### src/rtl/sseg_display_arbiter_pkg.sv
// Shared definitions for the seven-segment display arbiter: owner-state
// encoding, the hex glyph table and a grant encoder.
package sseg_display_arbiter_pkg;

    typedef enum logic [1:0] {
        ST_IDLE  = 2'd0,
        ST_OWN_A = 2'd1,
        ST_OWN_B = 2'd2
    } owner_e;

    // Active-low glyphs, bit order g f e d c b a.
    localparam logic [6:0] HEX_SEG_TABLE [16] = '{
        7'h40, 7'h79, 7'h24, 7'h30,
        7'h19, 7'h12, 7'h02, 7'h78,
        7'h00, 7'h10, 7'h08, 7'h03,
        7'h46, 7'h21, 7'h06, 7'h0E
    };

    function automatic logic [1:0] grant_of(input owner_e s);
        case (s)
            ST_OWN_A: return 2'b01;
            ST_OWN_B: return 2'b10;
            default:  return 2'b00;
        endcase
    endfunction

endpackage

### src/rtl/sseg_display_arbiter_hex_to_sseg.sv
// Hex nibble to active-low seven-segment glyph (g..a), table driven.
module hex_to_sseg
    import sseg_display_arbiter_pkg::*;
(
    input  logic [3:0] hex_i,
    output logic [6:0] seg_o
);

    assign seg_o = HEX_SEG_TABLE[hex_i];

endmodule

### src/rtl/sseg_display_arbiter.sv
// Two-source multiplexed 4-digit seven-segment display with frame-aligned
// ownership arbitration, dwell-based handover and per-slot anti-ghost blanking.
module sseg_display_arbiter
    import sseg_display_arbiter_pkg::*;
#(
    parameter int REFRESH_N = 18,
    parameter int BLANK_CYC = 64,
    parameter int DWELL     = 50_000_000
)
(
    input  logic        clk,
    input  logic        reset,
    input  logic [1:0]  req,
    input  logic [15:0] val_a,
    input  logic [15:0] val_b,
    input  logic [3:0]  dp_a,
    input  logic [3:0]  dp_b,
    input  logic        lock,
    output logic [1:0]  grant,
    output logic [3:0]  an,
    output logic [7:0]  sseg
);

    localparam int SLOT_W  = REFRESH_N - 2;
    localparam int DWELL_W = $clog2(DWELL + 1);

    logic [REFRESH_N-1:0] q_q, q_d;
    owner_e               state_q, state_d;
    logic [DWELL_W-1:0]   dwell_q, dwell_d;
    logic [15:0]          snap_val_q, snap_val_d;
    logic [3:0]           snap_dp_q, snap_dp_d;
    logic [1:0]           grant_q, grant_d;
    logic [3:0]           an_q, an_d;
    logic [7:0]           sseg_q, sseg_d;

    logic                 boundary;
    logic                 dwell_done;
    logic [1:0]           digit;
    logic [SLOT_W-1:0]    offset;
    logic                 blank;
    logic [3:0]           nib [4];
    logic [3:0]           an_sel;
    logic [6:0]           glyph;

    assign q_d        = q_q + 1'b1;
    assign boundary   = (q_q == '0);
    assign dwell_done = (dwell_q >= DWELL_W'(DWELL));
    assign digit      = q_q[REFRESH_N-1 -: 2];
    assign offset     = q_q[SLOT_W-1:0];

    // Ownership only moves on frame boundaries so a frame never mixes sources.
    always_comb begin
        state_d = state_q;
        if (boundary) begin
            case (state_q)
                ST_IDLE: begin
                    if (req[0])      state_d = ST_OWN_A;
                    else if (req[1]) state_d = ST_OWN_B;
                end
                ST_OWN_A: begin
                    if (!req[0])                         state_d = req[1] ? ST_OWN_B : ST_IDLE;
                    else if (req[1] && !lock && dwell_done) state_d = ST_OWN_B;
                end
                ST_OWN_B: begin
                    if (!req[1])                         state_d = req[0] ? ST_OWN_A : ST_IDLE;
                    else if (req[0] && !lock && dwell_done) state_d = ST_OWN_A;
                end
                default: state_d = ST_IDLE;
            endcase
        end
    end

    always_comb begin
        dwell_d = dwell_q;
        if (state_d != state_q)
            dwell_d = '0;
        else if (state_q != ST_IDLE && !dwell_done)
            dwell_d = dwell_q + 1'b1;
    end

    // Snapshot follows the post-transition owner so the new owner's value
    // is what the new frame shows.
    always_comb begin
        snap_val_d = snap_val_q;
        snap_dp_d  = snap_dp_q;
        if (boundary) begin
            case (state_d)
                ST_OWN_A: begin snap_val_d = val_a; snap_dp_d = dp_a; end
                ST_OWN_B: begin snap_val_d = val_b; snap_dp_d = dp_b; end
                default:  begin snap_val_d = '0;    snap_dp_d = '0;   end
            endcase
        end
    end

    for (genvar gi = 0; gi < 4; gi++) begin : g_digit
        assign nib[gi]    = snap_val_q[gi*4 +: 4];
        assign an_sel[gi] = (digit != 2'(gi));
    end

    hex_to_sseg u_hex_to_sseg (
        .hex_i (nib[digit]),
        .seg_o (glyph)
    );

    assign blank   = (state_q == ST_IDLE) || (offset < SLOT_W'(BLANK_CYC));
    assign an_d    = blank ? 4'hF  : an_sel;
    assign sseg_d  = blank ? 8'hFF : {~snap_dp_q[digit], glyph};
    assign grant_d = grant_of(state_q);

    always_ff @(posedge clk) begin
        if (reset) begin
            q_q        <= '0;
            state_q    <= ST_IDLE;
            dwell_q    <= '0;
            snap_val_q <= '0;
            snap_dp_q  <= '0;
            grant_q    <= 2'b00;
            an_q       <= 4'hF;
            sseg_q     <= 8'hFF;
        end else begin
            q_q        <= q_d;
            state_q    <= state_d;
            dwell_q    <= dwell_d;
            snap_val_q <= snap_val_d;
            snap_dp_q  <= snap_dp_d;
            grant_q    <= grant_d;
            an_q       <= an_d;
            sseg_q     <= sseg_d;
        end
    end

    assign grant = grant_q;
    assign an    = an_q;
    assign sseg  = sseg_q;

endmodule

### config.mk
export PLATFORM = sky130hd
export DESIGN_NAME = sseg_display_arbiter
export DESIGN_NICKNAME = d
export VERILOG_FILES = /design/src/rtl/sseg_display_arbiter_pkg.sv /design/src/rtl/sseg_display_arbiter_hex_to_sseg.sv /design/src/rtl/sseg_display_arbiter.sv
export SDC_FILE = /design/constraint.sdc
export NUM_CORES = 1
export LEC_CHECK = 0
export BUFFER_PORTS_ARGS = -buffer_cell sky130_fd_sc_hd__clkbuf_2
export CAP_MARGIN = 20
export CORE_ASPECT_RATIO = 0.9
export CORE_MARGIN = 2
export CORE_UTILIZATION = 50
export DETAILED_ROUTE_END_ITERATION = 10
export PLACE_DENSITY = 0.68
export RECOVER_POWER = 50
export SLEW_MARGIN = 40
export SYNTH_ARGS = -nofsm -noshare
export SYNTH_HDL_FRONTEND = slang
export SYNTH_SLANG_ARGS = --single-unit
### constraint.sdc
create_clock -name clk -period 3.4 [get_ports clk]
set_clock_uncertainty 0.1 [all_clocks]
set_input_delay 0.51 -clock clk [delete_from_list [all_inputs] [get_ports clk]]
set_output_delay 0.51 -clock clk [all_outputs]
set_load 0.1 [all_outputs]
==> impl_metrics.env <==
export IMPL_outcome="finished clean"
export IMPL_synth_edf_count=0
export IMPL_ant_nets=0
export IMPL_crit_path_top_delay_cell="ha_2"
export IMPL_crit_type="reg -> reg"
export IMPL_start_util_pct=51.8
export IMPL_cp_arrival_ns=3.21
export IMPL_setup_violations_final=0
export IMPL_drv_cap=0
export IMPL_drv_slew=0
export IMPL_finalInstanceArea_um2=4730
export IMPL_placed_cells=609
export IMPL_dpl_cell_area_um2=4530
export IMPL_clkPwrFrac_pct=38.3
export IMPL_drive_gt1_share_pct=20.3
export IMPL_drcViolationCount=0
export IMPL_seq_power_share_pct=48.2
export IMPL_synth_ff_type="dfxtp_1"
export IMPL_synthesis_nets=532
export IMPL_rsz0062_at_grt="no"
export IMPL_first_iter_violations=129
export IMPL_path_clk_slew_ns=0.08
export IMPL_area_growth_pct=12.7
export IMPL_yosysWarnings=0
export IMPL_post_place_ws_ns=0.195
export IMPL_die_area_um2=9160
export IMPL_cpLargestDelayFamily="simple AND/OR/NAND/NOR gates"
export IMPL_clockBufferDepth=2
export IMPL_leakagePower_nw=1.67
export IMPL_dieHeight_um=91.0
export IMPL_cts_buffers_inserted=9
export IMPL_powerDensity_nw_per_um2=424
export IMPL_tightestPinTransition_ns=1.18
export IMPL_holdBufCountCts=0
export IMPL_dieWidth_um=101
export IMPL_fin_crit_ns=3.09
export IMPL_p_sw_w=0.000528
export IMPL_relSlewSlack_pct=21.7
export IMPL_dr_pass1_iters=4
export IMPL_max_vdd_ir_drop_mv=0.252
export IMPL_setup_worst_path_end_class="flip-flop"
export IMPL_path_max_fanout=20
export IMPL_synth_seq_area_share_pct=38.1
export IMPL_final_instance_count_excl_fill=625
export IMPL_grt_overflow=0
export IMPL_clock_root_buffer="clkbuf_8"
export IMPL_grt_max_degree=41
export IMPL_antenna_found_initial=0
export IMPL_sw_frac_of_total_pct=26.3
export IMPL_grtUsageTotal_pct=19.4
export IMPL_grt_pass1_vias=3234
export IMPL_coreArea_um2=8110
export IMPL_finalCritPeriodShare_pct=90.9
export IMPL_ctsHtreeMaxLevel=3
export IMPL_worst_slack_ns=0.311
export IMPL_async_flop_share_pct=0
export IMPL_num_nets_final=578
export IMPL_post_cts_buffers=0
export IMPL_vias=3460
export IMPL_place_gp_congestion=0.831
export IMPL_grt_pass1_wl_mm=14.4
export IMPL_cts_sinks=80
export IMPL_pin_count=59
export IMPL_internal_power_w=0.00148
export IMPL_syn_area_um2=4200
export IMPL_combPwrFrac_pct=13.5
export IMPL_slowest_delay_ns=0.56
export IMPL_via_per_inst=5.54
export IMPL_fin_hold_ws_ns=0.364
export IMPL_clkLatencyLatePin_ns=0.35
export IMPL_dp_hpwl_mm=6.08
export IMPL_finalSetupTns_ns=0
export IMPL_place_port_buffers=58
export IMPL_antenna_cells=0
export IMPL_synth_cells=475
export IMPL_synth_area_per_cell_um2=8.85
export IMPL_cp_start_kind="flip-flop"
export IMPL_cts_tree="built"
export IMPL_routed_wl_mm=8.53
export IMPL_cp_cell_sequence="nor4bb_1, o221a_4, a21oi_2, or3_1, o211ai_1, inv_1, ha_2, nor3_1, a21oi_1, nor2_1"
export IMPL_rows=31
export IMPL_synthTopCellsByArea="dfxtp_1 (38%), nor2_4 (5.4%), nor2_1 (4.5%)"
export IMPL_cp_num_buf_inv=1
export IMPL_fmax_mhz=324
export IMPL_crit_required_ns=3.53
export IMPL_yosysUniqueCellTypes=54
export IMPL_final_cell_mix="dfxtp_1 (80), nor2_1 (50), clkbuf_2 (44), a21oi_1 (35), nand2_1 (25)"
export IMPL_wl_per_cell_um=13.6
export IMPL_final_common_cell="dfxtp_1"
export IMPL_hp_class="reg -> reg"
export IMPL_synth_top_area_cell="dfxtp_1"
export IMPL_hold_viol=0
export IMPL_netlist_area_leader_share_pct=38.1
export IMPL_ys_ff_latch=80
## sequential cells by signal, summed over array words and instances (netlist names)
name,count
dwell_q,26
q_q,18
snap_val_q,16
sseg,8
an,4
snap_dp_q,4
grant,2
state_q,2
## cell type report
| type | count | area (um^2) |
|---|---|---|
| Sequential cell | 80 | 1600 |
| Clock inverter | 6 | 82.6 |
| Clock buffer | 10 | 138 |
| Fill cell | 721 | 3370 |
| Multi-Input combinational cell | 348 | 2390 |
| Timing Repair Buffer | 66 | 338 |
| Tap cell | 99 | 124 |
| Inverter | 16 | 60.1 |
## through the flow
stage,total power (W),utilization (%)
final,0.00201,58.4
after global routing,0.00210,58.4
after global placement,0.00126,55.9
after floorplan,0.00120,-
after detailed placement,0.00126,55.9
after CTS,0.00203,58.6
## power groups by stage
| stage | clock [W] | sequential [W] | combinational [W] |
|---|---|---|---|
| 3_3_place_gp | 0 | 0.000988 | 0.000268 |
| 5_1_grt | 0.000823 | 0.000969 | 0.000304 |
| 2_1_floorplan | 0 | 0.000988 | 0.000212 |
| 6_report | 0.000768 | 0.000967 | 0.000272 |
| 3_5_place_dp | 0 | 0.000989 | 0.000271 |
| 4_1_cts | 0.000791 | 0.000966 | 0.000273 |
## cell usage after synthesis (all sizes together) (5+ instances only)
cell and n:
nand3 20, inv 16, dfxtp 80, ha 12, nor3 25, nor2b 5
o211ai 5, xnor2 11, mux4 5, xor2 20, or3 14, nor2 70
nand4 14, a21oi 36, o21ai 16, nand2 27, nor4 7, clkbuf 22
a22oi 20, buf 9
## cell families after synthesis
logic type	Yosys count	synth area share [%]
AO/OA/AOI/OAI	93	14.7
adder cells (fa/ha/maj)	12	3.57
XOR/XNOR	31	6.46
AND/OR/NAND/NOR	204	28.5
flip-flops	80	38.1
buffers and inverters	47	5.27
multiplexers	8	3.39
## layer usage
metal  share of wire [%]  up-vias  wire length, um  global-route usage (%)
li1                    -     1785                -                       -
met1                  47     1604             4040                    25.0
met2                  47       60             3980                    31.3
met3                 4.5       11              388                    4.77
met4                 1.4        0              121                    6.96
met5                   0        -                0                       0
## what timing repair did
item,in CTS,in global routing
setup endpoints to repair,0,20
gates resized for setup,0,1
hold endpoints to repair,0,0
## path summary, 6_finish.rpt
path / from / cells after the start / slack (ns) / to
setup / recovery: dwell_q[25]$_SDFFE_PP0P_ / 10 / 0.31 / snap_dp_q[1]$_SDFFE_PP0N_
hold / removal: q_q[0]$_SDFF_PP0_ / 1 / 0.36 / q_q[0]$_SDFF_PP0_
hold reg to reg: q_q[0]$_SDFF_PP0_ / 1 / 0.36 / q_q[0]$_SDFF_PP0_
setup reg to reg: dwell_q[25]$_SDFFE_PP0P_ / 10 / 0.31 / snap_dp_q[1]$_SDFFE_PP0N_
Power figures use the tool's default switching activity.
